<file path="src/rtl/alu_arbiter.sv">
// alu_arbiter: shares one external combinational ALU between two valid/ready requesters.
// Optional `ALU_ARB_STATS_EN adds saturating grant and illegal-opcode counters.
module alu_arbiter #(
  parameter int unsigned SETTLE_CYCLES = 1,
  parameter int unsigned ARB_MODE      = 0
) (
  input  logic        clk,
  input  logic        rst_n,
  input  logic [1:0]  req_valid,
  output logic [1:0]  req_ready,
  input  logic [31:0] req_x0,
  input  logic [31:0] req_x1,
  input  logic [31:0] req_y0,
  input  logic [31:0] req_y1,
  input  logic [5:0]  req_ctrl0,
  input  logic [5:0]  req_ctrl1,
  input  logic [3:0]  req_op0,
  input  logic [3:0]  req_op1,
  output logic [1:0]  rsp_valid,
  input  logic [1:0]  rsp_ready,
  output logic [31:0] rsp_data,
  output logic        rsp_zero,
  output logic        rsp_err,
  output logic [31:0] alu_x,
  output logic [31:0] alu_y,
  output logic        alu_nx,
  output logic        alu_ix,
  output logic        alu_sx,
  output logic        alu_ny,
  output logic        alu_iy,
  output logic        alu_sy,
  output logic [3:0]  alu_opcode,
  input  logic [31:0] alu_out,
  input  logic        alu_zero,
`ifdef ALU_ARB_STATS_EN
  output logic [15:0] grant_cnt0,
  output logic [15:0] grant_cnt1,
  output logic [7:0]  err_cnt,
`endif
  output logic        busy
);
  typedef enum logic [1:0] {IDLE, EXEC, RESP} state_t;
  localparam logic [3:0] SETTLE_LOAD = 4'(SETTLE_CYCLES - 1);
  state_t      state_q, state_d;
  logic        last_grant_q, last_grant_d;
  logic        grant_id_q, grant_id_d;
  logic [3:0]  cnt_q, cnt_d;
  logic [1:0]  rsp_valid_q, rsp_valid_d;
  logic [31:0] rsp_data_q, rsp_data_d;
  logic        rsp_zero_q, rsp_zero_d;
  logic        rsp_err_q, rsp_err_d;
  logic [31:0] x_q, x_d, y_q, y_d;
  logic [5:0]  ctrl_q, ctrl_d;
  logic [3:0]  op_q, op_d;
  logic        win, accept, illegal;
  logic [3:0]  sel_op;
  always_comb begin
    win       = (&req_valid) ? ((ARB_MODE == 1) ? 1'b0 : ~last_grant_q) : req_valid[1];
    // rst_n gates the handshake so nothing is offered while reset is held
    accept    = rst_n & (state_q == IDLE) & (|req_valid);
    req_ready = accept ? (win ? 2'b10 : 2'b01) : 2'b00;
    sel_op    = win ? req_op1 : req_op0;
    illegal   = sel_op >= 4'd14;
  end
  always_comb begin
    state_d      = state_q;
    last_grant_d = last_grant_q;
    grant_id_d   = grant_id_q;
    cnt_d        = cnt_q;
    rsp_valid_d  = rsp_valid_q;
    rsp_data_d   = rsp_data_q;
    rsp_zero_d   = rsp_zero_q;
    rsp_err_d    = rsp_err_q;
    x_d          = x_q;
    y_d          = y_q;
    ctrl_d       = ctrl_q;
    op_d         = op_q;
    if (accept) begin
      x_d          = win ? req_x1 : req_x0;
      y_d          = win ? req_y1 : req_y0;
      ctrl_d       = win ? req_ctrl1 : req_ctrl0;
      op_d         = sel_op;
      grant_id_d   = win;
      last_grant_d = win;
      cnt_d        = SETTLE_LOAD;
      state_d      = illegal ? RESP : EXEC;
      rsp_valid_d  = illegal ? (win ? 2'b10 : 2'b01) : 2'b00;
      rsp_err_d    = illegal;
      rsp_data_d   = illegal ? 32'd0 : rsp_data_q;
      rsp_zero_d   = illegal ? 1'b0 : rsp_zero_q;
    end else if (state_q == EXEC) begin
      cnt_d = (cnt_q == 4'd0) ? cnt_q : cnt_q - 4'd1;
      if (cnt_q == 4'd0) begin
        rsp_data_d  = alu_out;
        rsp_zero_d  = alu_zero;
        rsp_err_d   = 1'b0;
        rsp_valid_d = grant_id_q ? 2'b10 : 2'b01;
        state_d     = RESP;
      end
    end else if (state_q == RESP && rsp_ready[grant_id_q]) begin
      rsp_valid_d = 2'b00;
      state_d     = IDLE;
    end
  end
  always_ff @(posedge clk or negedge rst_n) begin
    if (!rst_n) begin
      state_q      <= IDLE;
      last_grant_q <= 1'b1;
      grant_id_q   <= 1'b0;
      cnt_q        <= 4'd0;
      rsp_valid_q  <= 2'b00;
      rsp_data_q   <= 32'd0;
      rsp_zero_q   <= 1'b0;
      rsp_err_q    <= 1'b0;
      x_q          <= 32'd0;
      y_q          <= 32'd0;
      ctrl_q       <= 6'd0;
      op_q         <= 4'd0;
    end else begin
      state_q      <= state_d;
      last_grant_q <= last_grant_d;
      grant_id_q   <= grant_id_d;
      cnt_q        <= cnt_d;
      rsp_valid_q  <= rsp_valid_d;
      rsp_data_q   <= rsp_data_d;
      rsp_zero_q   <= rsp_zero_d;
      rsp_err_q    <= rsp_err_d;
      x_q          <= x_d;
      y_q          <= y_d;
      ctrl_q       <= ctrl_d;
      op_q         <= op_d;
    end
  end
  assign rsp_valid  = rsp_valid_q;
  assign rsp_data   = rsp_data_q;
  assign rsp_zero   = rsp_zero_q;
  assign rsp_err    = rsp_err_q;
  assign alu_x      = x_q;
  assign alu_y      = y_q;
  assign {alu_nx, alu_ix, alu_sx, alu_ny, alu_iy, alu_sy} = ctrl_q;
  assign alu_opcode = op_q;
  assign busy       = state_q != IDLE;
`ifdef ALU_ARB_STATS_EN
  logic [15:0] grant_cnt0_q, grant_cnt0_d, grant_cnt1_q, grant_cnt1_d;
  logic [7:0]  err_cnt_q, err_cnt_d;
  always_comb begin
    grant_cnt0_d = (accept && !win && grant_cnt0_q != 16'hFFFF) ? grant_cnt0_q + 16'd1 : grant_cnt0_q;
    grant_cnt1_d = (accept && win && grant_cnt1_q != 16'hFFFF) ? grant_cnt1_q + 16'd1 : grant_cnt1_q;
    err_cnt_d    = (accept && illegal && err_cnt_q != 8'hFF) ? err_cnt_q + 8'd1 : err_cnt_q;
  end
  always_ff @(posedge clk or negedge rst_n) begin
    if (!rst_n) begin
      grant_cnt0_q <= 16'd0;
      grant_cnt1_q <= 16'd0;
      err_cnt_q    <= 8'd0;
    end else begin
      grant_cnt0_q <= grant_cnt0_d;
      grant_cnt1_q <= grant_cnt1_d;
      err_cnt_q    <= err_cnt_d;
    end
  end
  assign grant_cnt0 = grant_cnt0_q;
  assign grant_cnt1 = grant_cnt1_q;
  assign err_cnt    = err_cnt_q;
`endif
endmodule

</file>
<file path="config.mk">
export PLATFORM = sky130hd
export DESIGN_NAME = alu_arbiter
export DESIGN_NICKNAME = d
export VERILOG_FILES = /design/src/rtl/alu_arbiter.sv
export SDC_FILE = /design/constraint.sdc
export NUM_CORES = 1
export LEC_CHECK = 0
export CORE_MARGIN = 4
export CORE_UTILIZATION = 35
export DETAILED_ROUTE_END_ITERATION = 16
export PLACE_DENSITY = 0.77
export SYNTH_ARGS = -nofsm -noshare
export SYNTH_HDL_FRONTEND = slang
export SYNTH_SLANG_ARGS = --single-unit
</file>
<file path="constraint.sdc">
create_clock -name clk -period 1.9 [get_ports clk]
set_input_delay 0.475 -clock clk [delete_from_list [all_inputs] [get_ports clk]]
set_output_delay 0.475 -clock clk [all_outputs]
set_load 0.03 [all_outputs]
</file>
# ---- Word level (Yosys, flattened, before mapping)
# Index checks and enable logic that the tools add are counted.
dict set report op_classes {
  add_sub_neg 1
  n_lt_le_gt_ge 2
  n_eq_ne 5
  muxes 33
  bitwise_logic 3
  reduce_logical 13
}
# op count
set op_table {}
lappend op_table {{$mux 32} 6}
lappend op_table {{$mux 2} 12}
lappend op_table {{$mux 4} 4}
lappend op_table {{$mux 1} 10}
lappend op_table {{$reduce_and 2->1} 4}
lappend op_table {{$mux 6} 1}
lappend op_table {{$reduce_bool 2->1} 3}
lappend op_table {{$ge 4x4->1 const B} 1}
lappend op_table {{$logic_not 4->1} 1}
lappend op_table {{$sub 4x1->4 const B} 1}
lappend op_table {{$ne 3x2->1 const B} 1}
lappend op_table {{$reduce_and 3->1} 1}
lappend op_table {{$reduce_bool 3->1} 1}
lappend op_table {{$and 1x1->1} 2}
lappend op_table {{$eq 2x1->1 const B} 1}
lappend op_table {{$eq 2x2->1 const B} 1}
lappend op_table {{$logic_not 2->1} 1}
lappend op_table {{$lt 1x2->1 const B} 1}
lappend op_table {{$ne 2x1->1 const B} 1}
lappend op_table {{$ne 2x2->1 const B} 1}
lappend op_table {{$reduce_or 2->1} 1}
lappend op_table {{$logic_and 1x1->1} 1}
lappend op_table {{$not 1->1} 1}
dict set report totals {
  register_bits 118
  input_bits 187
  wordCells 69
}

# ---- Longest topological paths before layout
# Gate-level depths: netlist of the first run.
dict set report depth {
  ltp_word 6
  ltp_mapped 7
  depth_no_buf 6
}

# ---- Worst setup path after synthesis of the first run
# No wires, ideal clock.
dict set report synth_path {
  path_kind {input -> output}
  start {in req_valid[0]}
  end {out req_ready[0]}
  arrival_time_ns 1.761
  required_ns 1.425
  setup_slack_ns -0.336
  path_stages 5
  path_buffers 2
  path_cell_list {nor2_1 > or4b_4 > buf_6 > clkbuf_1 > nor2_1}
}
dict set report synth_via {
  elab_chain_len 4
  word_cells_on_any_way 6
}
# element line
set synth_lines {}
lappend synth_lines {{from (decl)} 9} ;# input logic [1:0] req_valid,
lappend synth_lines {{$reduce_and 2->1} 58} ;# win = (&req_valid) ? ((ARB_MODE == 1) ? 1'b0 : ~last_grant_q) : req_valid[1];
lappend synth_lines {{$mux 1} 58}
lappend synth_lines {{$mux 2} 61} ;# req_ready = accept ? (win ? 2'b10 : 2'b01) : 2'b00;
lappend synth_lines {{$mux 2 *} 61}
lappend synth_lines {{to (decl)} 10} ;# output logic [1:0] req_ready,
# Mark *: on every way between the ends. The rest lies on a longest branch, timed or not.

# ---- Worst setup path in the final report of the first run
dict set report layout_path {
  start {reg state_q[1]}
  end {out req_ready[0]}
}
dict set report layout_via {
  elab_chain_len 4
}
# element line
set layout_lines {}
lappend layout_lines {{from (decl)} 44} ;# state_t state_q, state_d;
lappend layout_lines {{from (signal assigned)} 120} ;# state_q <= state_d;
lappend layout_lines {{$logic_not 2->1} 60} ;# accept = rst_n & (state_q == IDLE) & (|req_valid);
lappend layout_lines {{$and 1x1->1 (2 in a row)} 60}
lappend layout_lines {{$mux 2} 61}
# Every way passes these cells.

==> results by group, run 1 <==
Timing
  • Setup clock skew after layout: 0.005602 ns
  • Number of hold violations in the final report: 0
  • Final number of setup-violating endpoints: 2
  • Worst relative slew slack: 49.98%
  • Max Clk Rate: 473.7 MHz
  • Setup repair after global routing missed its margin: yes
  • Worst slew pin tran: 0.7502 ns
  • Tcrit/Tclk final: 111.1%
  • Final min period: 2.111 ns
  • Fin worst setup slack: -0.2112 ns
  • Final slew viol count: 0
  • Worst Hold Slack: 0.01683 ns

Synth
  • Syn nets: 712
  • Flip-flop and latch count after synthesis: 118
  • Distinct cells, synth: 37
  • Number of standard cells after synthesis: 523
  • Top cell type's share of synthesized area: 54.94%
  • Post-synthesis area per instance: 10.19 µm²
  • Cells taking the most area after synthesis: sky130_fd_sc_hd__dfrtp_1 55%, sky130_fd_sc_hd__mux2i_1 14%, sky130_fd_sc_hd__nand2_1 10%
  • Synth warn: 0
  • Seq/Total Area, Yosys: 55.44%
  • Largest area contributor in the synthesized netlist: sky130_fd_sc_hd__dfrtp_1
  • Post-synth design cell area: 0.005329 mm²

Routing
  • First drt pass iteration count: 4
  • Drt initial violations: 155
  • Routed vias: 4,903
  • Post-route ant nets: 0
  • DRT Wirelength: 16,590 µm
  • Post-DR wirelength/cell: 15.82 µm
  • Number of vias per cell: 4.674
  • Remaining DRCs: 0

Outcome
  • Violations in the final reports: negative setup slack
  • Run status: finished, violations left

Global routing
  • All-Layer GR Usage: 19.17%
  • Global-route wire length before repair: 26,380 µm
  • Number of antenna violations at the first check in global routing: 0
  • Pin count of the biggest net entering global routing: 67
  • Overflow after GRT: 0
  • Number of global-route vias before repair: 5,116

Setup path
  • Family with the most delay on the worst path: simple AND/OR/NAND/NOR gates
  • Crit-path slowest cell: sky130_fd_sc_hd__or4b_4
  • Worst path cell trace: or4b_4 > nor2_4 > buf_12
  • Max Fanout on Critical Path: 3
  • Worst endpoint data arrival time: 1.64 ns
  • Worst path required time: 1.42 ns
  • Kind of end point of the critical path: primary output
  • Number of buffer and inverter stages on the critical path: 1
  • Slowest stage delay, CP: 0.57 ns
  • Setup Crit Path Kind: flop to primary output
  • Type of element launching the critical path: flop

Floorplanning
  • Width of the die: 131.4 µm
  • Count of boundary I/O pins: 300
  • Placeable core region: 0.01470 mm²
  • Number of rows created at floorplan: 44
  • Die height: 131.4 µm
  • Starting utilization of the core area: 36.25%
  • Total Die Area: 0.01726 mm²

Clock network
  • CTS root buffer: sky130_fd_sc_hd__clkbuf_16
  • Clock sink count: 118
  • Max Buffers Root-to-Sink: 2
  • Number of H-tree branching levels: 4
  • Total clock buffers created by CTS: 17
  • Clock tree from TritonCTS: yes
  • Clock network latency to the later pin of the worst-skew pair: 0.40 ns
  • CTS clock-pin slew for the worst setup and hold paths: 0.05 ns

Finish
  • Layout overhead on the synthesized area: 73.89%
  • Final layout net count: 1,041
  • Fraction of layout cells with a size suffix above 1: 10.40%
  • Utilization after layout: 63.04%
  • Filler cells: 1,282
  • Top library cells by usage in the layout, fill and taps aside: 183 x sky130_fd_sc_hd__clkdlybuf4s50_1, 143 x sky130_fd_sc_hd__nand2_1, 117 x sky130_fd_sc_hd__dfrtp_1
  • Diode insertion count for antenna repair: 0
  • Cell area after layout: 0.009266 mm²
  • Commonest non-fill, non-tap cell in the layout: sky130_fd_sc_hd__clkdlybuf4s50_1

Placed design
  • Port Buffers: 299
  • Final estimated routing congestion in global placement: 0.7662
  • Detailed-placement wirelength estimate: 12,780 µm
  • Placed Instance Area: 0.008746 mm²

Flow run
  • # Max-Cap Violations: 0

Power
  • Leak pwr: 0.004535 µW
  • Worst ir drop on vdd: 0.6567 mV
  • Cell area power density: 1513 mW/mm²

Min path
  • Hold/Removal Path Class: primary input to asynchronous set/reset pin
==> cell type report <==
cell class / count / area (µm²) / area share, %
Clock inverter: 9 / 102.6 / 1.107
Timing Repair Buffer: 344 / 3318 / 35.81
Tap cell: 184 / 230.2 / 2.484
Clock buffer: 23 / 478.0 / 5.158
Multi-Input combinational cell: 369 / 2176 / 23.48
Inverter: 2 / 7.507 / 0.08102
Sequential cell: 118 / 2954 / 31.88
==> Yosys cell counts <==
master / instances
sky130_fd_sc_hd__xor2_1: 2
sky130_fd_sc_hd__nand3_1: 2
sky130_fd_sc_hd__o21ai_0: 13
sky130_fd_sc_hd__o22ai_1: 1
sky130_fd_sc_hd__nor3b_1: 3
sky130_fd_sc_hd__a211oi_1: 1
sky130_fd_sc_hd__nor2_2: 1
sky130_fd_sc_hd__a21boi_0: 1
sky130_fd_sc_hd__a21bo_2: 1
sky130_fd_sc_hd__o21ai_1: 62
sky130_fd_sc_hd__a21oi_4: 1
sky130_fd_sc_hd__clkbuf_1: 13
sky130_fd_sc_hd__a31o_2: 1
sky130_fd_sc_hd__nand2_1: 143
sky130_fd_sc_hd__nand4_1: 2
sky130_fd_sc_hd__o21bai_1: 1
sky130_fd_sc_hd__xnor2_1: 1
sky130_fd_sc_hd__ha_1: 2
sky130_fd_sc_hd__dfrtp_1: 117
sky130_fd_sc_hd__a21oi_1: 34
sky130_fd_sc_hd__buf_6: 11
sky130_fd_sc_hd__inv_1: 2
sky130_fd_sc_hd__or3b_2: 1
sky130_fd_sc_hd__o31ai_1: 1
sky130_fd_sc_hd__nor2_4: 1
sky130_fd_sc_hd__mux2i_1: 75
sky130_fd_sc_hd__nor3_1: 1
sky130_fd_sc_hd__a21o_1: 2
sky130_fd_sc_hd__nand2b_1: 1
sky130_fd_sc_hd__or2_2: 1
sky130_fd_sc_hd__buf_2: 10
sky130_fd_sc_hd__dfstp_2: 1
sky130_fd_sc_hd__mux2_2: 2
sky130_fd_sc_hd__a31oi_1: 1
sky130_fd_sc_hd__or4b_4: 1
sky130_fd_sc_hd__nor2_1: 8
sky130_fd_sc_hd__nor2b_1: 2
==> through the flow <==
stage	setup TNS, ns	total power (µW)	cells	setup slack [ns]
after CTS	-0.4463	14190	1047	-0.2238
after global routing	-0.5305	14910	1049	-0.2675
final	-0.4136	14020	1049	-0.2112
after global placement	-45.01	11660	1012	-0.4717
after detailed placement	-49.39	11800	1012	-0.5101
after floorplan	-0.1356	8339	523	-0.07073
==> registers in the layout, indices dropped and copies added, names as in the netlist <==
| register | flops |
|---|---|
| alu_x | 32 |
| alu_y | 32 |
| rsp_data | 32 |
| ctrl_q | 6 |
| alu_opcode | 4 |
| cnt_q | 4 |
| rsp_valid | 2 |
| state_q | 2 |
| grant_id_q | 1 |
| last_grant_q | 1 |
| rsp_err | 1 |
| rsp_zero | 1 |
==> per-layer routing <==
layer / vias to the layer above / GRT usage, % / part of all wire (%)
met5: - / 0 / 0
met3: 18 / 7.569 / 8.2
met2: 186 / 33.64 / 51
met4: 0 / 6.359 / 1.7
met1: 2258 / 21.37 / 39
li1: 2441 / - / -
==> repair_timing <==
action	in CTS	in global routing
hold buffers	1	0
endpoints found under the hold margin	1	0
gates resized for setup	114	5
buffers inserted	2	2
setup endpoints to repair	157	29
pin swaps	3	4
cloned	0	1
==> power by group <==
group	total (µW)	internal, µW	switching (µW)
sequential	4320	3710	606
clock	3120	2020	1090
combinational	6590	2470	4120
==> logic make-up after synthesis <==
| group | Yosys count | synth area share [%] |
|---|---|---|
| adders and majority gates | 2 | 0.4695 |
| and+or+nand+nor | 167 | 12.80 |
| buffers and inverters | 36 | 4.320 |
| xor gates and xnor gates | 3 | 0.4932 |
| DFF | 118 | 55.44 |
| AOI/OAI and AO/OA | 120 | 11.97 |
| muxes | 77 | 14.51 |
==> worst paths after layout <==
check / startpoint / end / slack, ns / depth (start not counted)
setup / recovery: state_q[1]$_DFFE_PN0P_ / req_ready[0] / -0.21 / 3
hold / removal: rst_n / alu_x[22]$_DFFE_PN0P_ / 0.02 / 2
setup reg to reg: state_q[1]$_DFFE_PN0P_ / rsp_data[24]$_DFFE_PN0P_ / 0.07 / 6
hold reg to reg: alu_y[29]$_DFFE_PN0P_ / alu_y[29]$_DFFE_PN0P_ / 0.47 / 2
max in group asynchronous: rst_n / alu_x[6]$_DFFE_PN0P_ / 1.02 / 3
min in group clk: alu_y[29]$_DFFE_PN0P_ / alu_y[29]$_DFFE_PN0P_ / 0.47 / 2
Note: power is estimated with default switching activity, not from simulation.
==> inputs of run 2 (changes only) <==
- GPL_ROUTABILITY_DRIVEN: default -> 0
==> results of run 2 <==
The final DEF is identical to that of run 1; final timing and power are the same.
